`src/rtl/fp_align_pkg.sv`:
```
// Shared definitions for the FP/CORDIC exponent alignment path.
// No logic of its own; pure types and constants.
package fp_align_pkg;

  typedef enum logic [1:0] {
    IDLE  = 2'b00,
    SHIFT = 2'b01,
    DONE  = 2'b10
  } align_state_t;

  // Largest exponent step per cycle; matches the decrement path's 3-bit step.
  localparam logic [2:0] MAX_STEP = 3'd7;

  localparam int SP_W  = 8;
  localparam int SP_SW = 23;
  localparam int DP_W  = 11;
  localparam int DP_SW = 52;

endpackage

```
`src/rtl/Simple_Add.sv`:
```
// W-bit + 3-bit incrementer used for the exponent step; mirror of the decrement subtractor.
// Latency: combinational; backpressure: none.
module Simple_Add #(
  parameter int W = 8
) (
  input  logic [W-1:0] a,
  input  logic [2:0]   b,
  output logic [W-1:0] sum
);

  // Callers guarantee a + b never exceeds the target exponent, so no carry out.
  assign sum = a + W'(b);

endmodule

```
`src/rtl/exp_align_shift.sv`:
```
// Raises a smaller exponent to a target in steps of up to 7, shifting the mantissa and collecting sticky.
// Latency: done N+1 edges after accept; backpressure: beg_align ignored while ready=0.
module exp_align_shift
  import fp_align_pkg::*;
#(
  parameter int W  = 8,
  parameter int SW = 23
) (
  input  logic          clk,
  input  logic          rst,
  input  logic          beg_align,
  input  logic [W-1:0]  Exp_in,
  input  logic [W-1:0]  Exp_tgt,
  input  logic [SW:0]   Mant_in,
  output logic          ready,
  output logic          done,
  output logic          err,
  output logic [W-1:0]  Exp_out,
  output logic [SW:0]   Mant_out,
  output logic          sticky
);

  align_state_t state, state_nxt;

  logic [W-1:0] exp_r;
  logic [W-1:0] tgt_r;
  logic [SW:0]  mant_r;
  logic         sticky_r;
  logic         err_r;

  logic [W-1:0] rem;
  logic         rem_big;
  logic [2:0]   step;
  logic [SW:0]  lo_mask;
  logic         lost;
  logic         mant_zero;
  logic [W-1:0] exp_sum;

  Simple_Add #(.W(W)) u_exp_add (
    .a   (exp_r),
    .b   (step),
    .sum (exp_sum)
  );

  always_ff @(posedge clk) begin
    if (rst) state <= IDLE;
    else     state <= state_nxt;
  end

  always_comb begin
    rem       = tgt_r - exp_r;
    rem_big   = (rem > W'(MAX_STEP));
    step      = rem_big ? MAX_STEP : rem[2:0];
    mant_zero = (mant_r == '0);
    // Bits about to fall off the bottom of the mantissa this step.
    for (int i = 0; i <= SW; i++) begin
      lo_mask[i] = (i < int'(step));
    end
    lost      = |(mant_r & lo_mask);
    state_nxt = state;
    case (state)
      IDLE: begin
        if (beg_align) state_nxt = (Exp_tgt > Exp_in) ? SHIFT : DONE;
      end
      SHIFT: begin
        if (mant_zero || !rem_big) state_nxt = DONE;
      end
      DONE:    state_nxt = IDLE;
      default: state_nxt = IDLE;
    endcase
  end

  always_ff @(posedge clk) begin
    if (rst) begin
      exp_r    <= '0;
      tgt_r    <= '0;
      mant_r   <= '0;
      sticky_r <= 1'b0;
      err_r    <= 1'b0;
    end else begin
      case (state)
        IDLE: begin
          if (beg_align) begin
            exp_r    <= Exp_in;
            tgt_r    <= Exp_tgt;
            mant_r   <= Mant_in;
            sticky_r <= 1'b0;
            err_r    <= (Exp_tgt < Exp_in);
          end
        end
        SHIFT: begin
          // Once the mantissa is empty nothing more can shift out; jump straight to target.
          if (mant_zero) begin
            exp_r <= tgt_r;
          end else begin
            exp_r    <= exp_sum;
            mant_r   <= mant_r >> step;
            sticky_r <= sticky_r | lost;
          end
        end
        default: ;
      endcase
    end
  end

  assign ready    = (state == IDLE);
  assign done     = (state == DONE);
  assign err      = err_r;
  assign Exp_out  = exp_r;
  assign Mant_out = mant_r;
  assign sticky   = sticky_r;

endmodule

```
`config.mk`:
```
export PLATFORM = sky130hd
export DESIGN_NAME = exp_align_shift
export DESIGN_NICKNAME = d
export VERILOG_FILES = /design/src/rtl/fp_align_pkg.sv /design/src/rtl/Simple_Add.sv /design/src/rtl/exp_align_shift.sv
export SDC_FILE = /design/constraint.sdc
export NUM_CORES = 1
export LEC_CHECK = 0
export ABC_CLOCK_PERIOD_IN_PS = 3500
export BUFFER_PORTS_ARGS = -buffer_cell sky130_fd_sc_hd__buf_2
export CORE_MARGIN = 8
export CORE_UTILIZATION = 51
export CTS_CLUSTER_SIZE = 28
export DETAILED_ROUTE_END_ITERATION = 12
export GPL_TIMING_DRIVEN = 1
export PLACE_DENSITY = 0.78
export RECOVER_POWER = 100
export SLEW_MARGIN = 20
export SYNTH_ARGS = -nofsm -noshare
export SYNTH_HDL_FRONTEND = slang
export SYNTH_SLANG_ARGS = --single-unit
```
`constraint.sdc`:
```
create_clock -name clk -period 3.5 [get_ports clk]
set_input_delay 0.7 -clock clk [delete_from_list [all_inputs] [get_ports clk]]
set_output_delay 0.7 -clock clk [all_outputs]
set_load 0.005 [all_outputs]
```
Word level (Yosys, flattened, before mapping)
Cells that the tools add are included.

Logic and storage cells: 50. Bits of input ports: 43. Output and inout port bits: 36. Register bits: 44.

Bitwise operators: 2. Shift operators: 1. Eq/ne operators: 5. Reduce and logical (&&, ||, !) cells: 10. Mux-type cells: 14. Magnitude comparators: 10. $add $sub $neg: 2.

Operators by type and width (number): $mux 24 (2); $pmux 24 s2 (1); $and 24x7->24 (1); $logic_not 24->1 (1); $reduce_or 24->1 (1); $shr 24x3->24 (1); $mux 8 (2); $pmux 8 s2 (1); $lt 3x3->1 const A (3); $add 8x3->8 (1); $gt 8x3->1 const B (1); $gt 8x8->1 (1); $lt 8x8->1 (1); $sub 8x8->8 (1); $lt 1x3->1 const A (2); $lt 2x3->1 const A (2); $mux 2 (3); $ne 2x2->1 const B (3); $reduce_and 2->1 (3); $pmux 2 s2 (1); $mux 3 (1); $reduce_and 3->1 (1); $eq 2x1->1 const B (1); $eq 2x2->1 const B (1); 7 further kinds (8).

Depth between registers and ports, before layout
Gate-level depths: netlist of the first run.

Depth in word-level cells: 9. Mapped depth: 20. Gate-level depth less buffers: 17.

By module
Synthesis of the first run repeated with hierarchy kept, for this count alone.

Cell total of the unflattened synthesis: 467. Area, all modules: 3712.3 um^2.

By module, submodules not included: exp_align_shift (cells each 443, times used 1, sequential area each 880.8 um^2, area an instance 3525.9 um^2); Simple_Add (cells each 24, times used 1, sequential area each 0.0 um^2, area an instance 186.4 um^2).

Least setup slack after synthesis of the first run
OpenSTA, ideal clock, no wires.

Path type: register -> register. From: reg exp_r[1] (netlist: Exp_out[1]). To: reg exp_r[5] (netlist: Exp_out[5]). Period minus slack after synthesis: 3.762 ns. Required time: 3.359 ns. Library setup time: 0.141 ns. Stages on the path, launching flop included: 18. Data arrival time: 3.620 ns. Buffers on the path: 2. Path slack: -0.262 ns. Cells stage by stage: dfxtp_1 > inv_1 > ha_1 > nor2b_4 > o31a_1 > nor4_1 > nor3_4 > nand4_2 > buf_6 > buf_8 > ha_1 > nor2_1 > maj3_1 > nand4_1 > o221ai_2 > o21a_1 > o311ai_0 > a221oi_1.

Word-level cells in the longest chain between the ends: 6.

RTL lines: from (decl) (line exp_align_shift.sv:25) `logic [W-1:0] exp_r;`; from (signal assigned) (line exp_align_shift.sv:84) `exp_r <= Exp_in;`; from (signal assigned) (line exp_align_shift.sv:94) `exp_r <= tgt_r;`; from (signal assigned) (line exp_align_shift.sv:96) `exp_r <= exp_sum;`; $sub 8x8->8 (line exp_align_shift.sv:51) `rem = tgt_r - exp_r;`; $gt 8x3->1 (line exp_align_shift.sv:52) `rem_big = (rem > W'(MAX_STEP));`; $mux 3 (line exp_align_shift.sv:53) `step = rem_big ? MAX_STEP : rem[2:0];`; $add 8x3->8 (*) (line Simple_Add.sv:12) `assign sum = a + W'(b);`; $mux 8 (*) (line exp_align_shift.sv:93) `if (mant_zero) begin`; $pmux 8 s2 (*) (line exp_align_shift.sv:81) `case (state)`.

Mark *: on every way between the ends. The rest lies on a longest branch, timed or not. A chain may end at the register's enable or synchronous reset.

Final worst setup path of the first run
From: reg exp_r[1] (netlist: Exp_out[1]). To: reg exp_r[2] (netlist: Exp_out[2]).

The elaborated chain is that of the path after synthesis.

==> metrics.txt, run 1 <==
# TYPE chip_impl_metric gauge
chip_impl_metric{name="gp_routability_congestion",unit=""} 0.879
chip_impl_metric{name="cts_hold_repair.buffers",unit=""} 0
chip_impl_info{name="run_status",value="completed"} 1
chip_impl_metric{name="globalRouteOverflowTotal",unit=""} 0
chip_impl_metric{name="synth_seq_area_share",unit="%"} 23.1
chip_impl_metric{name="floorplan.rows",unit=""} 31
chip_impl_metric{name="internal_power",unit="µW"} 1160
chip_impl_metric{name="via_per_inst",unit=""} 6.31
chip_impl_metric{name="route.detailed.wl_per_inst",unit="µm"} 19.1
chip_impl_metric{name="via_count_of_the_first_global_routing_pass",unit=""} 3741
chip_impl_metric{name="layout_cells_sized_above_1",unit="%"} 26.8
chip_impl_metric{name="cp_slowest_stage_delay",unit="ps"} 380
chip_impl_info{name="path_delay_family",value="compound AO/OA/AOI/OAI gates"} 1
chip_impl_metric{name="synthArstFlopShare",unit="%"} 0
chip_impl_metric{name="clkSlewWorstSetupHoldPaths",unit="ps"} 90
chip_impl_info{name="grt_setup_unrepaired",value="true"} 1
chip_impl_metric{name="diodes",unit=""} 0
chip_impl_metric{name="p_comb_share",unit="%"} 51.0
chip_impl_metric{name="worst_clock_skew",unit="ps"} 8.70
chip_impl_metric{name="peakVddDrop",unit="mV"} 0.233
chip_impl_info{name="ys_dominant_reg_cell",value="dfxtp_1"} 1
chip_impl_metric{name="critical_path_required",unit="ps"} 3720
chip_impl_metric{name="final.setup.tns",unit="ps"} 0
chip_impl_metric{name="clock_sinks",unit=""} 44
chip_impl_metric{name="num-fill-cells",unit=""} 637
chip_impl_metric{name="gate_count_post_synth",unit=""} 461
chip_impl_metric{name="groute.layer.met3.usage",unit="%"} 3.88
chip_impl_metric{name="switchingPower",unit="µW"} 846
chip_impl_metric{name="place.port_buffers",unit=""} 78
chip_impl_metric{name="fp.coreArea",unit="µm²"} 7250
chip_impl_metric{name="finalNetCount",unit=""} 603
chip_impl_metric{name="num_vias",unit=""} 4040
chip_impl_metric{name="cts_max_path_buffers",unit=""} 2
chip_impl_info{name="timing_worst_setup_path_type",value="reg -> reg"} 1
chip_impl_metric{name="drv.max_cap_violation_count",unit=""} 0
chip_impl_metric{name="drt_drc_violations_left",unit=""} 0
chip_impl_info{name="tritoncts",value="built"} 1
chip_impl_metric{name="critPathArrivalTime",unit="ps"} 3650
chip_impl_metric{name="number_of_buffers_created_by_cts",unit=""} 5
chip_impl_metric{name="critical_path.n_buffers_inverters",unit=""} 3
chip_impl_metric{name="number_of_violations_reported_at_the_end_of_detailed_routing_iteration_0",unit=""} 318
chip_impl_metric{name="num_io_pins",unit=""} 79
chip_impl_metric{name="ff_latch_area",unit="µm²"} 891
chip_impl_metric{name="setup_violations",unit=""} 0
chip_impl_metric{name="h-tree-depth",unit=""} 2
chip_impl_metric{name="seq_power_share",unit="%"} 32.9
chip_impl_metric{name="p_leak",unit="µW"} 0.00216
chip_impl_info{name="layout.cells.most_common_list",value="buf_2, mux2i_1, nand2_1, dfxtp_1, nor2_1"} 1
chip_impl_metric{name="clock_network_latency_to_the_later_pin_of_the_worst_skew_pair",unit="ps"} 300
chip_impl_metric{name="net_switching_fraction_of_the_power",unit="%"} 42.1
chip_impl_metric{name="totalWireLength",unit="µm"} 12200
chip_impl_metric{name="place_worst_setup_slack",unit="ps"} 3.15
chip_impl_metric{name="yosys_register_bits",unit=""} 44
chip_impl_info{name="layout_commonest_cell",value="buf_2"} 1
chip_impl_info{name="kind_of_start_point_of_the_critical_path",value="flip-flop"} 1
chip_impl_metric{name="synth_enable_flop_cells",unit=""} 0
chip_impl_metric{name="layout-area-overhead-vs-synth",unit="%"} 20.3
chip_impl_metric{name="footprint_of_the_multi_input_gates",unit="µm²"} 2790
chip_impl_metric{name="fin_crit_sh",unit="%"} 98.2
chip_impl_metric{name="slew_at_the_pin_closest_to_its_max_slew_limit",unit="ps"} 1120
chip_impl_metric{name="worst-path-max-fanout",unit=""} 5
chip_impl_metric{name="antenna_violating_nets_post_route",unit=""} 0
chip_impl_info{name="grt_most_used_layer",value="met2"} 1
chip_impl_metric{name="grtUsageMet2",unit="%"} 34.1
chip_impl_metric{name="syn_area",unit="µm²"} 3810
chip_impl_metric{name="die-height",unit="µm"} 102
chip_impl_metric{name="timing_max_transition_violations_final",unit=""} 0
chip_impl_metric{name="grtUsageMet1",unit="%"} 31.7
chip_impl_metric{name="post-route-worst-setup-slack",unit="ps"} 61.6
chip_impl_metric{name="power.clock.fraction",unit="%"} 16.1
chip_impl_metric{name="floorplan.initialDensity",unit="%"} 52.5
chip_impl_metric{name="timing.reg2reg.setup_slack",unit="ps"} 60
chip_impl_metric{name="grt_first_pass_wirelength",unit="µm"} 19000
chip_impl_metric{name="fp.dieArea",unit="µm²"} 10500
chip_impl_metric{name="track_usage",unit="%"} 22.4
chip_impl_metric{name="detailedPlacementHpwl",unit="µm"} 8790
chip_impl_info{name="clockRootBuffer",value="clkbuf_8"} 1
chip_impl_metric{name="hold_violations",unit=""} 0
chip_impl_metric{name="synth_nets",unit=""} 523
chip_impl_info{name="cp_capture_type",value="flip-flop"} 1
chip_impl_metric{name="antenna_found_initial",unit=""} 0
chip_impl_metric{name="distinct_cell_type_count_of_the_synthesized_netlist",unit=""} 67
chip_impl_metric{name="synth.avg_cell_area",unit="µm²"} 8.26
chip_impl_metric{name="ys_warn_count",unit=""} 0
chip_impl_metric{name="power.density_cell_area",unit="nW/µm²"} 438
chip_impl_info{name="critical_path.cell_chain",value="inv_4 -> ha_1 -> nor2b_4 -> o31a_1 -> buf_6 -> o211a_4 -> nor3_4 -> buf_4 -> nand4b_1 -> xnor2_1 -> ha_2 -> a21oi_1 -> o22ai_1 -> a31o_2 -> a221oi_2"} 1
chip_impl_metric{name="worst_slew_margin_relative_to_its_limit",unit="%"} 25.3
chip_impl_info{name="worst_path_max_delay_cell",value="dfxtp_4"} 1
chip_impl_metric{name="drtPass1Iterations",unit=""} 6
chip_impl_info{name="min_path_type",value="reg -> reg"} 1
chip_impl_metric{name="max_clock_freq",unit="MHz"} 291
chip_impl_metric{name="finalWorstPathRequiredPeriod",unit="ps"} 3440
chip_impl_metric{name="grt_start_max_net_pins",unit=""} 35
chip_impl_metric{name="die_w",unit="µm"} 102
==> final timing paths <==
check,start,end,cells after the start
max reg2reg,Exp_out[1],Exp_out[2],15
max,Exp_out[1],Exp_out[2],15
min,tgt_r[0],tgt_r[0],2
min reg2reg,tgt_r[0],tgt_r[0],2
==> sequential cells by signal, summed over array words and instances, names as in the netlist <==
| register | count |
|---|---|
| Mant_out | 24 |
| state | 2 |
| err | 1 |
| tgt_r | 8 |
| sticky | 1 |
| Exp_out | 8 |
==> cell families (layout without fill, tap and decap cells) <==
family,Yosys count,in the layout,synth area share (%)
and+or+nand+nor,141,141,19.0
AOI/OAI and AO/OA,126,126,22.7
muxes,74,74,20.2
buffers and inverters,51,131,6.60
DFF,44,44,23.1
adders and majority gates,20,20,6.70
xor gates and xnor gates,5,5,1.64
==> what timing repair did <==
item                       CTS  global route
gates cloned                 0             1
pin swaps                    1            10
setup endpoints to repair    1            14
gates resized for setup      3            22
buffers inserted             0            11
==> power groups by stage <==
stage	Clock [µW]	Sequential, µW	Combinational, µW
final	324	661	1020
after detailed placement	0	666	902
after global routing	351	671	1110
after floorplan	0	645	660
after global placement	0	663	882
after CTS	332	655	914
==> synthesized netlist by cell type (5+ instances only) <==
cell	number	area (µm²)
a21oi_1	30	150
a31oi_1	10	62.6
and4_1	7	61.3
clkbuf_1	18	67.6
dfxtp_1	44	881
ha_1	18	225
inv_1	18	67.6
mux2i_1	69	691
nand2_1	42	158
nand3_1	7	35.0
nand4_1	10	62.6
nor2_1	36	135
nor3_1	10	50.1
nor4_1	11	68.8
o211ai_1	6	45.0
o21a_1	8	60.1
o21ai_0	18	90.1
o221ai_1	5	43.8
o22ai_1	6	37.5
o31ai_1	8	60.1
==> per-stage QoR <==
step           utilization, %  total power (µW)  instances  hold slack (ps)  cell area [µm²]
2_1_floorplan               -              1310        461              449             3820
3_3_place_gp             59.0              1540        621              465             4280
3_5_place_dp             59.0              1570        621              473             4280
4_1_cts                  60.3              1900        628              486             4370
5_1_grt                  63.2              2130        640              505             4580
6_report                 63.2              2010        640              472             4580
==> metal layers <==
layer	share of wire, %	vias to the layer above
met2	45	203
li1	-	1894
met5	0	-
met4	1.2	0
met1	44	1925
met3	9.1	18
==> worst min-delay path: stages, from the launching register on <==
cell and delay, ps:
dfxtp_2 330, nand2_1 50, a21oi_1 50
==> layout make-up <==
cell class | instances | share of cell area (%)
clock inverter | 2 | 0.273
inverter | 19 | 1.64
timing repair buffer | 105 | 13.6
multi-input combinational | 366 | 60.9
sequential | 44 | 19.4
clock buffer | 5 | 1.50
tap | 99 | 2.70
(Power assumes the default switching activity.)
==> run 2: changes to the inputs <==
Settings changed: BUFFER_PORTS_ARGS -buffer_cell sky130_fd_sc_hd__buf_2 to -buffer_cell sky130_fd_sc_hd__buf_4, HOLD_SLACK_MARGIN set to 0.06.
==> run 2 against run 1 <==
Net effect: clock-buffer cell count increased by 1; register-to-register slack improved by 96 ps; critical path type unchanged; clock skew about the same; sequential cell count unchanged; largest cell class unchanged; maximum frequency increased by 2.9%; global-route usage increased by 0.38 points; critical endpoint is now sticky.
==> metrics.txt, run 2 (synthesis gave the netlist of run 1 again) <==
# TYPE chip_impl_metric gauge
chip_impl_metric{name="globalRouteOverflowTotal",unit=""} 0
chip_impl_metric{name="totalWireLength",unit="µm"} 11900
chip_impl_metric{name="max_clock_freq",unit="MHz"} 299
chip_impl_metric{name="cp_slowest_stage_delay",unit="ps"} 370
chip_impl_info{name="grt_setup_unrepaired",value="true"} 1
chip_impl_metric{name="finalWorstPathRequiredPeriod",unit="ps"} 3340
chip_impl_metric{name="min_delay_path_depth",unit=""} 2
chip_impl_info{name="clockRootBuffer",value="clkbuf_8"} 1
chip_impl_metric{name="p_leak",unit="µW"} 0.00216
chip_impl_metric{name="routed-wl-met3",unit="µm"} 1010
chip_impl_info{name="crit-reg2reg-capture",value="sticky"} 1
chip_impl_metric{name="num_io_pins",unit=""} 79
chip_impl_info{name="kind_of_start_point_of_the_critical_path",value="flip-flop"} 1
chip_impl_metric{name="antenna_found_initial",unit=""} 0
chip_impl_metric{name="die-height",unit="µm"} 102
chip_impl_metric{name="finalNetCount",unit=""} 594
chip_impl_metric{name="fp.dieArea",unit="µm²"} 10500
chip_impl_metric{name="drtPass1Iterations",unit=""} 5
chip_impl_metric{name="worst-path-max-fanout",unit=""} 34
chip_impl_metric{name="worst_clock_skew",unit="ps"} 8.61
chip_impl_info{name="timing.critical_path.from",value="Exp_out[1]"} 1
chip_impl_metric{name="layout_cells_sized_above_1",unit="%"} 24.0
chip_impl_metric{name="cts_max_path_buffers",unit=""} 2
chip_impl_info{name="run_status",value="completed"} 1
chip_impl_metric{name="gp_routability_congestion",unit=""} 0.878
chip_impl_metric{name="internal_power",unit="µW"} 1190
chip_impl_metric{name="fp.coreArea",unit="µm²"} 7250
chip_impl_metric{name="timing.reg2reg.setup_slack",unit="ps"} 160
chip_impl_metric{name="seq_power_share",unit="%"} 32.6
chip_impl_metric{name="slew_at_the_pin_closest_to_its_max_slew_limit",unit="ps"} 1070
chip_impl_metric{name="clock_sinks",unit=""} 44
chip_impl_info{name="min_path_type",value="reg -> reg"} 1
chip_impl_metric{name="grt_start_max_net_pins",unit=""} 35
chip_impl_info{name="tritoncts",value="built"} 1
chip_impl_info{name="critical_path.reg2reg.startpoint",value="Exp_out[1]"} 1
chip_impl_metric{name="diodes",unit=""} 0
chip_impl_metric{name="clkSlewWorstSetupHoldPaths",unit="ps"} 90
chip_impl_info{name="layout.cells.most_common_list",value="buf_4, mux2i_1, dfxtp_1, nand2_1, nor2_1"} 1
chip_impl_metric{name="die_w",unit="µm"} 102
chip_impl_metric{name="timing_max_transition_violations_final",unit=""} 0
chip_impl_metric{name="holdWs",unit="ps"} 487
chip_impl_metric{name="cts_hold_repair.buffers",unit=""} 0
chip_impl_metric{name="peakVddDrop",unit="mV"} 0.213
chip_impl_info{name="layout_commonest_cell",value="buf_4"} 1
chip_impl_metric{name="number_of_violations_reported_at_the_end_of_detailed_routing_iteration_0",unit=""} 287
chip_impl_metric{name="p_comb_share",unit="%"} 49.9
chip_impl_metric{name="finalInstanceArea",unit="µm²"} 4660
chip_impl_metric{name="switchingPower",unit="µW"} 836
chip_impl_info{name="worst_path_max_delay_cell",value="dfxtp_4"} 1
chip_impl_info{name="critical_path.cell_chain",value="inv_2 -> ha_1 -> nor2b_4 -> o31a_1 -> o211a_1 -> nor3_4 -> nand4b_1 -> buf_6 -> o21a_1 -> a211o_1 -> a2111oi_2 -> nor4_1"} 1
chip_impl_metric{name="via_count_of_the_first_global_routing_pass",unit=""} 3642
chip_impl_metric{name="detailedPlacementHpwl",unit="µm"} 8870
chip_impl_info{name="dr.max_layer_used",value="met4"} 1
chip_impl_metric{name="reg2regPathDepth",unit=""} 12
chip_impl_metric{name="drt_drc_violations_left",unit=""} 0
chip_impl_metric{name="clock_network_latency_to_the_later_pin_of_the_worst_skew_pair",unit="ps"} 310
chip_impl_metric{name="place_worst_setup_slack",unit="ps"} 84.4
chip_impl_metric{name="largest_register_ffs",unit=""} 24
chip_impl_metric{name="power.density_cell_area",unit="nW/µm²"} 436
chip_impl_metric{name="via_per_inst",unit=""} 6.29
chip_impl_metric{name="power.total",unit="µW"} 2030
chip_impl_metric{name="power.clock.fraction",unit="%"} 17.4
chip_impl_info{name="timing_worst_setup_path_type",value="reg -> reg"} 1
chip_impl_metric{name="route.detailed.wl_per_inst",unit="µm"} 18.9
chip_impl_metric{name="fin_crit_sh",unit="%"} 95.5
chip_impl_metric{name="wl_met1",unit="µm"} 5390
chip_impl_metric{name="number_of_buffers_created_by_cts",unit=""} 5
chip_impl_metric{name="layout-area-overhead-vs-synth",unit="%"} 22.4
chip_impl_metric{name="critical_path_required",unit="ps"} 3660
chip_impl_metric{name="num_vias",unit=""} 3976
chip_impl_metric{name="met2WireLength",unit="µm"} 5430
chip_impl_info{name="cp_capture_type",value="flip-flop"} 1
chip_impl_metric{name="post-route-worst-setup-slack",unit="ps"} 158
chip_impl_metric{name="placedInstanceArea",unit="µm²"} 4450
chip_impl_metric{name="h-tree-depth",unit=""} 2
chip_impl_metric{name="floorplan.rows",unit=""} 31
chip_impl_metric{name="drv.max_cap_violation_count",unit=""} 0
chip_impl_metric{name="critPathArrivalTime",unit="ps"} 3500
chip_impl_info{name="worstSetupEndpoint",value="sticky"} 1
chip_impl_metric{name="setup_violations",unit=""} 0
chip_impl_metric{name="hold_violations",unit=""} 0
chip_impl_metric{name="grt_first_pass_wirelength",unit="µm"} 19000
chip_impl_metric{name="track_usage",unit="%"} 22.8
chip_impl_metric{name="floorplan.initialDensity",unit="%"} 52.5
chip_impl_metric{name="antenna_violating_nets_post_route",unit=""} 0
chip_impl_metric{name="place.port_buffers",unit=""} 78
chip_impl_metric{name="worst_slew_margin_relative_to_its_limit",unit="%"} 28.6
chip_impl_metric{name="net_switching_fraction_of_the_power",unit="%"} 41.2
[run 2: cell types whose count changed in the layout (fill, tap and decap cells not counted), sizes merged]
cell      before  now
clkinvlp       1    2
buf          102   94
clkinv         2    1
[run 2: repair_timing]
item	4_1_cts	5_1_grt
buffers inserted	0	4
resized for setup	0	15
endpoints found under the setup margin	0	15
[run 2: final cells by class]
type	count	area, µm²
Inverter	19	72.6
Clock buffer	6	82.6
Timing Repair Buffer	96	721
Clock inverter	2	15.0
Sequential cell	44	888
Tap cell	99	124
Multi-Input combinational cell	366	2760
Fill cell	624	2590
[run 2: worst min path at each step]
| stage | startpoint | endpoint |
|---|---|---|
| 6_report | tgt_r[0] | tgt_r[0] |
| 5_1_grt | tgt_r[2] | tgt_r[2] |
| 4_1_cts | tgt_r[0] | tgt_r[0] |
| 3_5_place_dp | tgt_r[0] | tgt_r[0] |
| 3_3_place_gp | tgt_r[0] | tgt_r[0] |
| 2_1_floorplan | tgt_r[5] | tgt_r[5] |
[run 2: power by group through the flow]
stage / Clock [µW] / Combinational [µW] / Sequential (µW)
floorplan: 0 / 660 / 645
global placement: 0 / 917 / 666
detailed placement: 0 / 937 / 670
CTS: 360 / 942 / 658
global route: 385 / 1110 / 671
finish: 354 / 1010 / 663
[run 2: worst max-delay path: cells and delay by family, from the launching register on]
kind | cells | cell delay [ps]
compound gates | 5 | 1510
fa+ha+maj | 1 | 290
buf+inv | 2 | 350
flops | 1 | 370
simple gates | 4 | 660
[run 2: routing by layer]
layer / vias up / global-route usage, %
met4: 0 / 4.97
met5: - / 0
met2: 188 / 34.7
met1: 1888 / 32.2
met3: 11 / 4.50
li1: 1889 / -
[run 2: through the flow]
stage	TNS [ps]	utilization [%]	instances
CTS	0	62.7	628
global placement	0	61.4	620
global route	-50.0	64.3	632
finish	0	64.3	632
detailed placement	0	61.4	620
floorplan	0	-	461
==> run 3: changes to the inputs <==
Settings changed: ABC_AREA set to 1, CORE_UTILIZATION 51 to 50, PLACE_DENSITY 0.78 to 0.77.
==> run 3 against run 2 <==
Net effect: critical path depth up 6; register-to-register slack better by 160 ps; cell area decreased by 5.6%; die area decreased by 0.68%; worst hold slack got worse by 23 ps; global-route usage shrank 0.54 points; critical endpoint is now Mant_out[13]; largest cell class unchanged; largest power group unchanged.
==> metrics.txt, run 3 <==
# TYPE chip_impl_metric gauge
chip_impl_metric{name="antenna_found_initial",unit=""} 0
chip_impl_metric{name="floorplan.rows",unit=""} 31
chip_impl_metric{name="drtPass1Iterations",unit=""} 5
chip_impl_info{name="min_path_type",value="reg -> reg"} 1
chip_impl_metric{name="final_instance_count_without_filler_cells",unit=""} 784
chip_impl_metric{name="reg2regPathDepth",unit=""} 18
chip_impl_info{name="crit-reg2reg-capture",value="Mant_out[13]"} 1
chip_impl_metric{name="drt_drc_violations_left",unit=""} 0
chip_impl_info{name="ys_dominant_reg_cell",value="dfxtp_1"} 1
chip_impl_metric{name="setup_violations",unit=""} 0
chip_impl_metric{name="p_leak",unit="µW"} 0.00221
chip_impl_metric{name="finalNetCount",unit=""} 746
chip_impl_metric{name="drv.max_cap_violation_count",unit=""} 0
chip_impl_metric{name="synth_enable_flop_cells",unit=""} 0
chip_impl_metric{name="via_per_inst",unit=""} 5.57
chip_impl_metric{name="via_count_of_the_first_global_routing_pass",unit=""} 4065
chip_impl_metric{name="timing_max_transition_violations_final",unit=""} 0
chip_impl_metric{name="die-height",unit="µm"} 102
chip_impl_metric{name="final.setup.tns",unit="ps"} 0
chip_impl_metric{name="worst-path-max-fanout",unit=""} 10
chip_impl_metric{name="power.density_cell_area",unit="nW/µm²"} 506
chip_impl_info{name="clockRootBuffer",value="clkbuf_8"} 1
chip_impl_metric{name="detailedPlacementHpwl",unit="µm"} 8890
chip_impl_metric{name="globalRouteOverflowTotal",unit=""} 0
chip_impl_metric{name="clock_network_latency_to_the_later_pin_of_the_worst_skew_pair",unit="ps"} 310
chip_impl_metric{name="critical_path_required",unit="ps"} 3760
chip_impl_metric{name="layout_cells_sized_above_1",unit="%"} 17.2
chip_impl_metric{name="floorplan.initialDensity",unit="%"} 51.4
chip_impl_metric{name="layout-area-overhead-vs-synth",unit="%"} 18.8
chip_impl_metric{name="syn_area",unit="µm²"} 3700
chip_impl_metric{name="cts_hold_repair.buffers",unit=""} 0
chip_impl_metric{name="worst_clock_skew",unit="ps"} 7.32
chip_impl_info{name="layout_commonest_cell",value="nand2_1"} 1
chip_impl_info{name="timing_worst_setup_path_type",value="reg -> reg"} 1
chip_impl_metric{name="gate_count_post_synth",unit=""} 614
chip_impl_metric{name="finalWorstPathRequiredPeriod",unit="ps"} 3180
chip_impl_metric{name="number_of_violations_reported_at_the_end_of_detailed_routing_iteration_0",unit=""} 395
chip_impl_metric{name="post_synth_top_area_share",unit="%"} 23.8
chip_impl_metric{name="num-fill-cells",unit=""} 736
chip_impl_metric{name="ff_latch_area",unit="µm²"} 882
chip_impl_info{name="cp_capture_type",value="flip-flop"} 1
chip_impl_metric{name="synth_nets",unit=""} 676
chip_impl_metric{name="grt_first_pass_wirelength",unit="µm"} 19100
chip_impl_info{name="synth_top_cells_by_area",value="dfxtp_1, nand2_1, nand3_1"} 1
chip_impl_metric{name="timing.reg2reg.setup_slack",unit="ps"} 320
chip_impl_info{name="timing.critical_path.from",value="tgt_r[0]"} 1
chip_impl_metric{name="synth.avg_cell_area",unit="µm²"} 6.03
chip_impl_metric{name="clock_sinks",unit=""} 44
chip_impl_metric{name="finalInstanceArea",unit="µm²"} 4400
chip_impl_metric{name="synth_seq_area_share",unit="%"} 23.8
chip_impl_metric{name="fin_crit_sh",unit="%"} 90.9
chip_impl_metric{name="footprint_of_the_multi_input_gates",unit="µm²"} 2360
chip_impl_metric{name="peakVddDrop",unit="mV"} 0.206
chip_impl_metric{name="synthArstFlopShare",unit="%"} 0
chip_impl_metric{name="num_vias",unit=""} 4364
chip_impl_metric{name="critPathArrivalTime",unit="ps"} 3440
chip_impl_metric{name="placed_cells",unit=""} 776
chip_impl_metric{name="num_io_pins",unit=""} 79
chip_impl_info{name="tritoncts",value="built"} 1
chip_impl_metric{name="cts_max_path_buffers",unit=""} 2
chip_impl_metric{name="max_clock_freq",unit="MHz"} 314
chip_impl_metric{name="fp.coreArea",unit="µm²"} 7210
chip_impl_metric{name="distinct_cell_type_count_of_the_synthesized_netlist",unit=""} 38
chip_impl_metric{name="fp.dieArea",unit="µm²"} 10400
chip_impl_info{name="layout.cells.most_common_list",value="nand2_1, nand3_1, inv_1, a21oi_1, buf_4"} 1
chip_impl_metric{name="ys_warn_count",unit=""} 0
chip_impl_metric{name="hold_violations",unit=""} 0
chip_impl_info{name="netlist.top_cell.by_area",value="dfxtp_1"} 1
chip_impl_info{name="post-synth-top-count-cell",value="nand2_1"} 1
chip_impl_metric{name="largest_register_ffs",unit=""} 24
chip_impl_metric{name="route.detailed.wl_per_inst",unit="µm"} 14.6
chip_impl_metric{name="number_of_buffers_created_by_cts",unit=""} 5
chip_impl_info{name="kind_of_start_point_of_the_critical_path",value="flip-flop"} 1
chip_impl_metric{name="worst_slew_margin_relative_to_its_limit",unit="%"} 51.7
chip_impl_info{name="grt_setup_unrepaired",value="false"} 1
chip_impl_info{name="critical_path.reg2reg.startpoint",value="tgt_r[0]"} 1
chip_impl_info{name="worstSetupEndpoint",value="Mant_out[13]"} 1
chip_impl_info{name="netlist_top_cells_count",value="nand2_1, nand3_1, inv_1"} 1
chip_impl_metric{name="totalWireLength",unit="µm"} 11400
chip_impl_metric{name="grt_start_max_net_pins",unit=""} 32
chip_impl_metric{name="gp_routability_congestion",unit=""} 0.910
chip_impl_metric{name="h-tree-depth",unit=""} 2
chip_impl_metric{name="track_usage",unit="%"} 22.3
chip_impl_metric{name="place.port_buffers",unit=""} 78
chip_impl_metric{name="die_w",unit="µm"} 102
chip_impl_metric{name="yosys_register_bits",unit=""} 44
chip_impl_metric{name="slew_at_the_pin_closest_to_its_max_slew_limit",unit="ps"} 724
chip_impl_info{name="run_status",value="completed"} 1
chip_impl_metric{name="placedInstanceArea",unit="µm²"} 4360
chip_impl_metric{name="clkSlewWorstSetupHoldPaths",unit="ps"} 90
chip_impl_metric{name="antenna_violating_nets_post_route",unit=""} 0
chip_impl_metric{name="diodes",unit=""} 0
## run 3: cell types whose count changed in the layout (fill, tap and decap cells not counted), moves of 19 or more
cell | previous run | this run
nand2_1 | 42 | 132
nand3_1 | 7 | 92
mux2i_1 | 69 | 0
inv_1 | 17 | 83
buf_4 | 93 | 48
clkbuf_4 | 1 | 27
o21ai_0 | 18 | 42
a21oi_1 | 30 | 49
## run 3: worst min path at each step
stage,start,end,slack (ps),cells past startpoint
after CTS,sticky,sticky,470,2
after detailed placement,sticky,sticky,440,2
after global placement,sticky,sticky,450,2
final,sticky,sticky,460,2
after floorplan,sticky,sticky,440,2
after global routing,sticky,sticky,490,2
## run 3: cell families after synthesis
group	synth area share [%]
adders and majority gates	6.62
and+or+nand+nor	38.2
buffers and inverters	12.4
xor gates and xnor gates	0.473
AOI/OAI and AO/OA	18.5
DFF	23.8
## run 3: final cells by class
| cell class | count | area share, % |
|---|---|---|
| timing repair buffer | 87 | 13.8 |
| inverter | 90 | 7.73 |
| sequential | 44 | 20.0 |
| clock inverter | 2 | 0.370 |
| multi-input combinational | 456 | 53.5 |
| clock buffer | 6 | 1.65 |
| tap | 99 | 2.81 |
## run 3: worst max-delay path: stages (launching register included)
cell and delay (ps):
dfxtp_1 310, inv_1 100, ha_1 160, inv_1 50, fa_1 420, nand2_1 80, nand2_1 70, nand3_1 80
nand2_1 60, inv_1 80, nand3_2 130, nor2_8 150, nand3_1 100, nor2_1 540, clkbuf_1 430, nand3_1 140
nand3_1 90, nand3_1 70, inv_1 60
## run 3: metal layers
| metal | track usage [%] | vias up | wire length, µm |
|---|---|---|---|
| met5 | 0 | - | 0 |
| met4 | 7.56 | 0 | 245 |
| met3 | 5.11 | 25 | 1200 |
| met2 | 33.0 | 226 | 4850 |
| met1 | 30.8 | 1940 | 5150 |
| li1 | - | 2173 | - |
## run 3: where the power goes
group | internal [µW] | switching, µW | total, µW
Combinational | 453 | 754 | 1210
Sequential | 585 | 98.8 | 684
Clock | 142 | 195 | 337
Total | 1180 | 1050 | 2230
## run 3: per-stage QoR
step / util [%] / power [µW] / hold slack (ps) / setup slack (ps)
CTS: 61.7 / 2240 / 466 / 289
floorplan: - / 1530 / 443 / 551
global route: 61.0 / 2420 / 487 / 24.6
finish: 61.0 / 2230 / 464 / 320
detailed placement: 60.4 / 1900 / 445 / 319
global placement: 60.4 / 1880 / 449 / 461
## run 3: repair_timing
| item | 4_1_cts | 5_1_grt |
|---|---|---|
| resized for setup | 0 | 3 |
| setup buffers | 0 | 0 |
| endpoints found under the setup margin | 0 | 2 |
| hold endpoints to repair | 0 | 0 |
